## src/rtl/lockin_sweep_ctrl.sv

```systemverilog
// Lock-in LO sweep sequencer: programs pinc/poff per point, settles, averages 2^L mixer samples, emits mean.
// Optional quadrature pass (poff +90 deg, second settle/integrate) when LOCKIN_SWEEP_QUAD_EN is defined.
module lockin_sweep_ctrl #(
    parameter int ACC_W    = 48,
    parameter int NPTS_W   = 12,
    parameter int SETTLE_W = 16
) (
    input  logic                       clk_in,
    input  logic                       rst_in,
    input  logic                       start_in,
    input  logic                       abort_in,
    input  logic        [23:0]         pinc_start_in,
    input  logic signed [23:0]         pinc_step_in,
    input  logic        [NPTS_W-1:0]   npts_in,
    input  logic        [SETTLE_W-1:0] settle_in,
    input  logic        [3:0]          log2_navg_in,
    input  logic signed [23:0]         poff_in,
    input  logic signed [31:0]         mix_in,
    output logic        [23:0]         pinc_out,
    output logic signed [23:0]         poff_out,
    output logic signed [31:0]         result_out,
    output logic signed [31:0]         result_q_out,
    output logic        [NPTS_W-1:0]   result_idx_out,
    output logic                       result_valid_out,
    input  logic                       result_ready_in,
    output logic                       busy_out,
    output logic                       done_out
);

    typedef enum logic [2:0] {
        S_IDLE,
        S_SETTLE,
        S_INTEG,
`ifdef LOCKIN_SWEEP_QUAD_EN
        S_SETTLE_Q,
        S_INTEG_Q,
`endif
        S_OUTPUT
    } state_t;

    state_t                    state_q, state_d;
    logic [23:0]               pinc_q, pinc_d;
    logic [23:0]               poff_q, poff_d;
    logic [23:0]               step_q, step_d;
    logic [NPTS_W-1:0]         npts_q, npts_d;
    logic [NPTS_W-1:0]         idx_q, idx_d;
    logic [SETTLE_W-1:0]       settle_q, settle_d;
    logic [SETTLE_W-1:0]       scnt_q, scnt_d;
    logic [3:0]                l_q, l_d;
    logic [15:0]               ncnt_q, ncnt_d;
    logic signed [ACC_W-1:0]   acc_q, acc_d;
    logic [31:0]               res_i_q, res_i_d;
    logic                      valid_q, valid_d;
    logic                      done_q, done_d;
`ifdef LOCKIN_SWEEP_QUAD_EN
    logic [23:0]               poff_base_q, poff_base_d;
    logic [31:0]               res_q_q, res_q_d;
`endif

    logic signed [ACC_W-1:0]   mix_ext;
    logic signed [ACC_W-1:0]   acc_sum;
    logic [31:0]               mean;
    logic [15:0]               navg_last;
    logic                      last_sample;
    logic [NPTS_W-1:0]         idx_inc;

    always_comb begin
        mix_ext     = {{(ACC_W-32){mix_in[31]}}, mix_in};
        acc_sum     = acc_q + mix_ext;
        // Mean of 2^L signed 32-bit samples always fits back in 32 bits.
        mean        = 32'(acc_sum >>> l_q);
        navg_last   = (16'd1 << l_q) - 16'd1;
        last_sample = (ncnt_q == navg_last);
        idx_inc     = idx_q + NPTS_W'(1);
    end

    always_comb begin
        state_d     = state_q;
        pinc_d      = pinc_q;
        poff_d      = poff_q;
        step_d      = step_q;
        npts_d      = npts_q;
        idx_d       = idx_q;
        settle_d    = settle_q;
        scnt_d      = scnt_q;
        l_d         = l_q;
        ncnt_d      = ncnt_q;
        acc_d       = acc_q;
        res_i_d     = res_i_q;
        valid_d     = valid_q;
        done_d      = 1'b0;
`ifdef LOCKIN_SWEEP_QUAD_EN
        poff_base_d = poff_base_q;
        res_q_d     = res_q_q;
`endif
        case (state_q)
            S_IDLE: begin
                if (start_in && !abort_in) begin
                    step_d   = pinc_step_in;
                    npts_d   = npts_in;
                    settle_d = settle_in;
                    l_d      = log2_navg_in;
                    idx_d    = '0;
`ifdef LOCKIN_SWEEP_QUAD_EN
                    poff_base_d = poff_in;
`endif
                    if (npts_in == '0) begin
                        done_d = 1'b1;
                    end else begin
                        pinc_d  = pinc_start_in;
                        poff_d  = poff_in;
                        scnt_d  = '0;
                        state_d = S_SETTLE;
                    end
                end
            end
            // First SETTLE cycle doubles as the program cycle, so it lasts settle+1.
            S_SETTLE: begin
                if (scnt_q == settle_q) begin
                    acc_d   = '0;
                    ncnt_d  = '0;
                    state_d = S_INTEG;
                end else begin
                    scnt_d = scnt_q + SETTLE_W'(1);
                end
            end
            S_INTEG: begin
                acc_d  = acc_sum;
                ncnt_d = ncnt_q + 16'd1;
                if (last_sample) begin
                    res_i_d = mean;
`ifdef LOCKIN_SWEEP_QUAD_EN
                    poff_d = poff_base_q + 24'h400000;
                    acc_d  = '0;
                    ncnt_d = '0;
                    if (settle_q == '0) begin
                        state_d = S_INTEG_Q;
                    end else begin
                        scnt_d  = SETTLE_W'(1);
                        state_d = S_SETTLE_Q;
                    end
`else
                    valid_d = 1'b1;
                    state_d = S_OUTPUT;
`endif
                end
            end
`ifdef LOCKIN_SWEEP_QUAD_EN
            S_SETTLE_Q: begin
                if (scnt_q == settle_q) begin
                    acc_d   = '0;
                    ncnt_d  = '0;
                    state_d = S_INTEG_Q;
                end else begin
                    scnt_d = scnt_q + SETTLE_W'(1);
                end
            end
            S_INTEG_Q: begin
                acc_d  = acc_sum;
                ncnt_d = ncnt_q + 16'd1;
                if (last_sample) begin
                    res_q_d = mean;
                    poff_d  = poff_base_q;
                    valid_d = 1'b1;
                    state_d = S_OUTPUT;
                end
            end
`endif
            S_OUTPUT: begin
                if (result_ready_in) begin
                    valid_d = 1'b0;
                    if (idx_inc == npts_q) begin
                        done_d  = 1'b1;
                        state_d = S_IDLE;
                    end else begin
                        idx_d   = idx_inc;
                        pinc_d  = pinc_q + step_q;
                        scnt_d  = '0;
                        state_d = S_SETTLE;
                    end
                end
            end
            default: state_d = S_IDLE;
        endcase

        // Abort outranks everything, including a same-cycle handshake.
        if (abort_in && (state_q != S_IDLE)) begin
            state_d = S_IDLE;
            valid_d = 1'b0;
            done_d  = 1'b0;
            pinc_d  = pinc_q;
            poff_d  = poff_q;
            idx_d   = idx_q;
        end
    end

    always_ff @(posedge clk_in) begin
        if (!rst_in) begin
            state_q     <= S_IDLE;
            pinc_q      <= '0;
            poff_q      <= '0;
            step_q      <= '0;
            npts_q      <= '0;
            idx_q       <= '0;
            settle_q    <= '0;
            scnt_q      <= '0;
            l_q         <= '0;
            ncnt_q      <= '0;
            acc_q       <= '0;
            res_i_q     <= '0;
            valid_q     <= 1'b0;
            done_q      <= 1'b0;
`ifdef LOCKIN_SWEEP_QUAD_EN
            poff_base_q <= '0;
            res_q_q     <= '0;
`endif
        end else begin
            state_q     <= state_d;
            pinc_q      <= pinc_d;
            poff_q      <= poff_d;
            step_q      <= step_d;
            npts_q      <= npts_d;
            idx_q       <= idx_d;
            settle_q    <= settle_d;
            scnt_q      <= scnt_d;
            l_q         <= l_d;
            ncnt_q      <= ncnt_d;
            acc_q       <= acc_d;
            res_i_q     <= res_i_d;
            valid_q     <= valid_d;
            done_q      <= done_d;
`ifdef LOCKIN_SWEEP_QUAD_EN
            poff_base_q <= poff_base_d;
            res_q_q     <= res_q_d;
`endif
        end
    end

    assign pinc_out         = pinc_q;
    assign poff_out         = poff_q;
    assign result_out       = res_i_q;
`ifdef LOCKIN_SWEEP_QUAD_EN
    assign result_q_out     = res_q_q;
`else
    assign result_q_out     = '0;
`endif
    assign result_idx_out   = idx_q;
    assign result_valid_out = valid_q;
    assign busy_out         = (state_q != S_IDLE);
    assign done_out         = done_q;

endmodule

```

## config.mk

```make
export PLATFORM = sky130hd
export DESIGN_NAME = lockin_sweep_ctrl
export DESIGN_NICKNAME = d
export VERILOG_FILES = /design/src/rtl/lockin_sweep_ctrl.sv
export SDC_FILE = /design/constraint.sdc
export NUM_CORES = 1
export LEC_CHECK = 0
export CORE_ASPECT_RATIO = 0.7
export CORE_MARGIN = 2
export CORE_UTILIZATION = 39
export DETAILED_ROUTE_END_ITERATION = 7
export DONT_BUFFER_PORTS = 1
export GPL_ROUTABILITY_DRIVEN = 0
export SLEW_MARGIN = 20
export SYNTH_ARGS = -nofsm -noshare
export SYNTH_HDL_FRONTEND = slang
export SYNTH_SLANG_ARGS = --single-unit
```

## constraint.sdc

```tcl
create_clock -name clk_in -period 5.7 [get_ports clk_in]
set_clock_uncertainty 0.05 [all_clocks]
set_input_delay 1.14 -clock clk_in [delete_from_list [all_inputs] [get_ports clk_in]]
set_output_delay 1.14 -clock clk_in [all_outputs]
set_load 0.03 [all_outputs]
```

; Word level (Yosys, flattened, before mapping)
; Cells that the tools add are included.
[op_classes]
n_mux = 34
bitwise_logic = 3
shifts = 2
add_sub_neg = 6
n_reduce_logical = 20
eq_ne = 13
[ops]
columns = operator, n
row1 = $mux 16, 6
row2 = $mux 24, 4
row3 = $pmux 48 s2, 1
row4 = $add 48x32->48, 1
row5 = $mux 48, 1
row6 = $pmux 16 s3, 1
row7 = $pmux 24 s2, 1
row8 = $sshr 48x4->32, 1
row9 = $mux 12, 3
row10 = $add 16x1->16 const B, 2
row11 = $eq 16x16->1, 2
row12 = $pmux 16 s2, 1
row13 = $add 24x24->24, 1
row14 = $pmux 12 s2, 1
row15 = $shl 1x4->16 const A, 1
row16 = $sub 16x1->16 const B, 1
row17 = $mux 3, 5
row18 = $ne 2x2->1 const B, 7
row19 = $add 12x1->12 const B, 1
row20 = $eq 12x12->1, 1
row21 = $logic_not 12->1, 1
row22 = $pmux 3 s4, 1
row23 = $reduce_and 6->1, 2
row24 = $reduce_and 5->1, 2
row25 = 14 further kinds, 30
[word_totals]
ff_bits = 233
out_inout_bits = 127

; Depth between registers and ports, before layout
[logic_depth]
ltp_word = 5
ltp_mapped = 21

; Worst setup path after synthesis
; No wires, ideal clock.
[synth_timing]
path_kind = reg-to-reg
start = register l_q[0]
end = register res_i_q[11], in the netlist result_out[11]
stages_incl_launch_ff = 22
setup_time_ns = 0.060
n_path_buf = 8
setup_slack_ns = 0.706
arrival_ns = 4.884
required_ns = 5.590
synth_period_minus_slack_ns = 4.994
cell_sequence = dfxtp_1 -> clkbuf_1 -> buf_1 -> inv_2 -> buf_1 -> clkbuf_1 -> clkbuf_1 -> nand2_1 -> ha_1 -> buf_1 -> a22oi_1 -> o22ai_1 -> xor2_1 -> or4_1 -> nor4_1 -> and2_1 -> clkbuf_1 -> nand2_1 -> clkbuf_1 -> a31oi_1 -> o21ai_0 -> nand2_1
[synth_via]
elab_chain_len = 4
[synth_rtl]
columns = item, line_no
row1 = start: declaration, 49  ; logic [3:0] l_q, l_d;
row2 = start signal: assignment, 226  ; l_q <= l_d;
row3 = $shl 1x4->16, 72  ; navg_last = (16'd1 << l_q) - 16'd1;
row4 = $sub 16x1->16, 72
row5 = $eq 16x16->1, 73  ; last_sample = (ncnt_q == navg_last);
row6 = $reduce_and 2->1 (no line), -
row7 = end signal: assignment, 229  ; res_i_q <= res_i_d;
row8 = end: declaration, 52  ; logic [31:0] res_i_q, res_i_d;
; Several ways; a longest one is shown, not always the timed one.
; A chain may end at the register's enable or synchronous reset.

; Final worst setup path
[layout_timing]
start = register l_q[0]
end = register res_i_q[31], in the netlist result_out[31]
; The elaborated chain is that of the path after synthesis.

==> run summary <==
The cell sitting at the root of the clock tree is a sky130_fd_sc_hd__clkbuf_16. The count of nets left with antenna violations once routing finished came out at 0. The distinct cell type count after synthesis is 88. The worst-case vdd ir drop came out at 0.218 mV.

The post-route netlist has 6.90% of its cells at a drive strength greater than 1. The layout-stage area growth over the synthesis result came out at 8.03%. The synthesis-stage register bit count came out at 231. 268 I/O pins were placed. The synthesized instance count is 2,064. The number of DRC markers in iteration 0 came out at 1,566.

The leakage power of the design came out at 6.85 nW. The setup path with the least slack is of type flop to flop. The die height is 174 um.

The largest single stage delay on the critical path is 0.59 ns. The signal on the critical path passes through buf_4 -> inv_2 -> nand2_1 -> ha_1 -> inv_1 -> a21oi_1 -> nor3b_1 -> a21oi_1 -> o311a_1 -> nor4_1 -> buf_4 -> and2_1 -> nand2_1 -> a211oi_1 -> a31oi_1 -> a21bo_1. The run finished with clean final reports. The worst path arrival time came out at 5.23 ns. Yosys printed 0 warnings.

The number of gates resized after CTS was 0. The detail-routed via count per cell is 5.93. For this design the ratio of total power to cell area is 366 nW/um2.

The min-delay analysis places its worst path in the category flop to flop. The gate family responsible for the most delay along the worst path is simple AND/OR/NAND/NOR gates. The number of buffer and inverter instances along the worst setup path is 4. The critical path data required time is 6.13 ns. Sorting the synthesized cells by area gives the leading types as sky130_fd_sc_hd__dfxtp_1 (29%), sky130_fd_sc_hd__a21oi_1 (6.8%), sky130_fd_sc_hd__nand2_1 (6.7%), sky130_fd_sc_hd__ha_1 (6.0%), sky130_fd_sc_hd__nor2_1 (4.8%). After legalization and detailed placement, the total HPWL measured 38,100 um.

In this run the most critical hold path is launched from step_q[8]. In this run, post-CTS hold repair placed 0 buffers. The number of antenna violations at the first check in global routing is 3. For this design, the slowest cell found on the critical path is sky130_fd_sc_hd__nand2_1.

After synthesis, flip-flops and latches occupy 28.8% of the total area. The total number of cells along the worst setup path is 16. STA classifies the critical path endpoint as a flop. The first-pass GRT wire length came out at 80,200 um. The number of I/O port buffers came out at 0. The most used flip-flop cell after synthesis is sky130_fd_sc_hd__dfxtp_1.

The overflow left after global routing came out at 0. Counting cells, the worst reg-to-reg path comes to 16. The final wirelength is 51,800 um. The total via count in the routed design came out at 15,100. The actual slew at the worst max-slew pin came out at 0.857 ns. The largest net degree at the start of global routing is 70. Counting instances, the worst hold path has a depth of 2. The standard-cell row count is 62.

The number of enable flip-flop cells after synthesis came out at 0. sky130_fd_sc_hd__dfxtp_1 takes more of the synthesized area than any other cell. Measured against its own limit, the worst slew margin works out to 41.4%. Buffers inserted during clock tree synthesis total 26. The initial standard-cell utilization of the core came out at 39.4%. CTS saw 231 sinks. Before antenna repair, the detailed router went through 5 iterations. The reported max-cap violation count came out at 0. Before CTS, the worst setup slack after placement is 0.772 ns. The maximum clock frequency is 208 MHz. The overall power after layout is 6.35 mW.

The die outline width came out at 247 um. The largest fanout on the critical path came out at 21. The clock slew seen by the registers of the worst setup and hold paths is 0.06 ns. The netlist area before placement is 16,100 um2.

The die covers 42,900 um2. The maximum clock insertion buffer count came out at 3. The final cycle utilization of the critical path came out at 84.2%.

The post-layout utilization of the core came out at 42.5%. The worst setup path is launched from a flop. CTS built an H-tree with a depth of 1. The most instantiated library cell after synthesis is sky130_fd_sc_hd__nand2_1. Tracing the worst setup path back leads to its startpoint at l_q[0].

The clock network latency to the later pin of the worst-skew pair came out at 0.57 ns. The worst setup margin is 0.900 ns. The synthesized area per cell came out at 7.78 um2.

The final critical delay including setup and external delays came out at 4.80 ns. At the end of the flow, the number of nets in the layout was 2,199. The via count of the first global-routing pass is 14,000. By count the netlist is led by sky130_fd_sc_hd__nand2_1 (286), sky130_fd_sc_hd__dfxtp_1 (231), sky130_fd_sc_hd__a21oi_1 (218). After detailed routing, the average wire length per cell comes to 20.3 um.

The core area came out at 40,800 um2. In this run the post-CTS setup repair buffer count came out at 0. In the synthesized netlist the async set-or-reset flop fraction comes to 0%.

The count of endpoints failing setup in the final report came out at 0. The number of hold violations in the final report came out at 0. Setup repair after global routing left no endpoint under its margin. The setup TNS after final layout came out at 0 ns.

The max-slew violation total from the final report is 0. The area share of the largest cell type after synthesis came out at 28.8%. The worst register-to-register path begins at l_q[0]. TritonCTS built the clock tree. Global routing used 23.2% of the available tracks across all layers.

The DRC violation count after routing is 0. The layout filler cell count came out at 4,142.
-- routing by layer --
layer | routed length [um] | GRT usage [%]
met2 | 21600 | 33.6
met4 | 1960 | 8.53
met1 | 24000 | 33.2
met5 | 0 | 0
met3 | 4250 | 5.63
-- power by group --
group | switching (mW) | internal, mW
sequential | 0.294 | 1.78
combinational | 1.45 | 0.836
clock | 0.742 | 1.25
total | 2.48 | 3.86
-- flip-flops by register name, indices dropped and copies added (netlist names) --
register          count
poff_out             24
settle_q             16
acc_q                47
result_out           32
scnt_q               16
npts_q               12
ncnt_q               16
l_q                   4
result_idx_out       12
pinc_out             24
state_q               2
result_valid_out      1
step_q               24
done_out              1
-- cell families after synthesis --
group	share of synthesized area, %
and+or+nand+nor	19.7
other	0.0233
AOI/OAI and AO/OA	25.2
DFF	28.8
adders and majority gates	6.25
buffers and inverters	5.78
muxes	6.78
xor gates and xnor gates	7.52
-- final cells by class --
type	instances	area (um2)	area share (%)
well taps	544	681	3.92
flip-flops and latches	231	4630	26.7
clock buffers	35	754	4.35
clock inverters	13	262	1.51
multi-input cells	1651	10700	61.4
inverters	47	179	1.03
diodes	2	5.00	0.0288
repair buffers	22	185	1.07
-- worst reg2reg max path, delay by kind of cell (launching register included) --
family                   cells  cell delay, ns
AND/OR/NAND/NOR              5            1.73
AO/OA/AOI/OAI                6            1.41
buffers and inverters        4            0.67
adder cells (fa/ha/maj)      1            0.44
flip-flops                   1            0.45
-- cell usage in the layout, fill, tap and decap left out, drive strengths merged, types with 35 or more instances in the layout --
cell type and count:
inv 48, mux2i 57, a21oi 219, xor2 51, xnor2 86, a211oi 37, a21o 44, o21ai 89
nor2 205, ha 77, clkbuf 35, nand3 40, dfxtp 231, nand2 286, a22oi 46
-- path summary, 6_finish.rpt --
path,endpoint,slack [ns]
setup / recovery,result_out[31],0.90
hold / removal,step_q[8],0.41
setup reg to reg,result_out[31],0.90
hold reg to reg,step_q[8],0.41
-- metrics by stage --
step	hold WS, ns	cell area, um2	instances
detailed placement	0.405	16300	2494
global placement	0.399	16300	2494
floorplan	0.390	16200	2095
global route	0.428	17400	2545
CTS	0.413	17300	2542
finish	0.412	17400	2545
(Power assumes the default switching activity.)
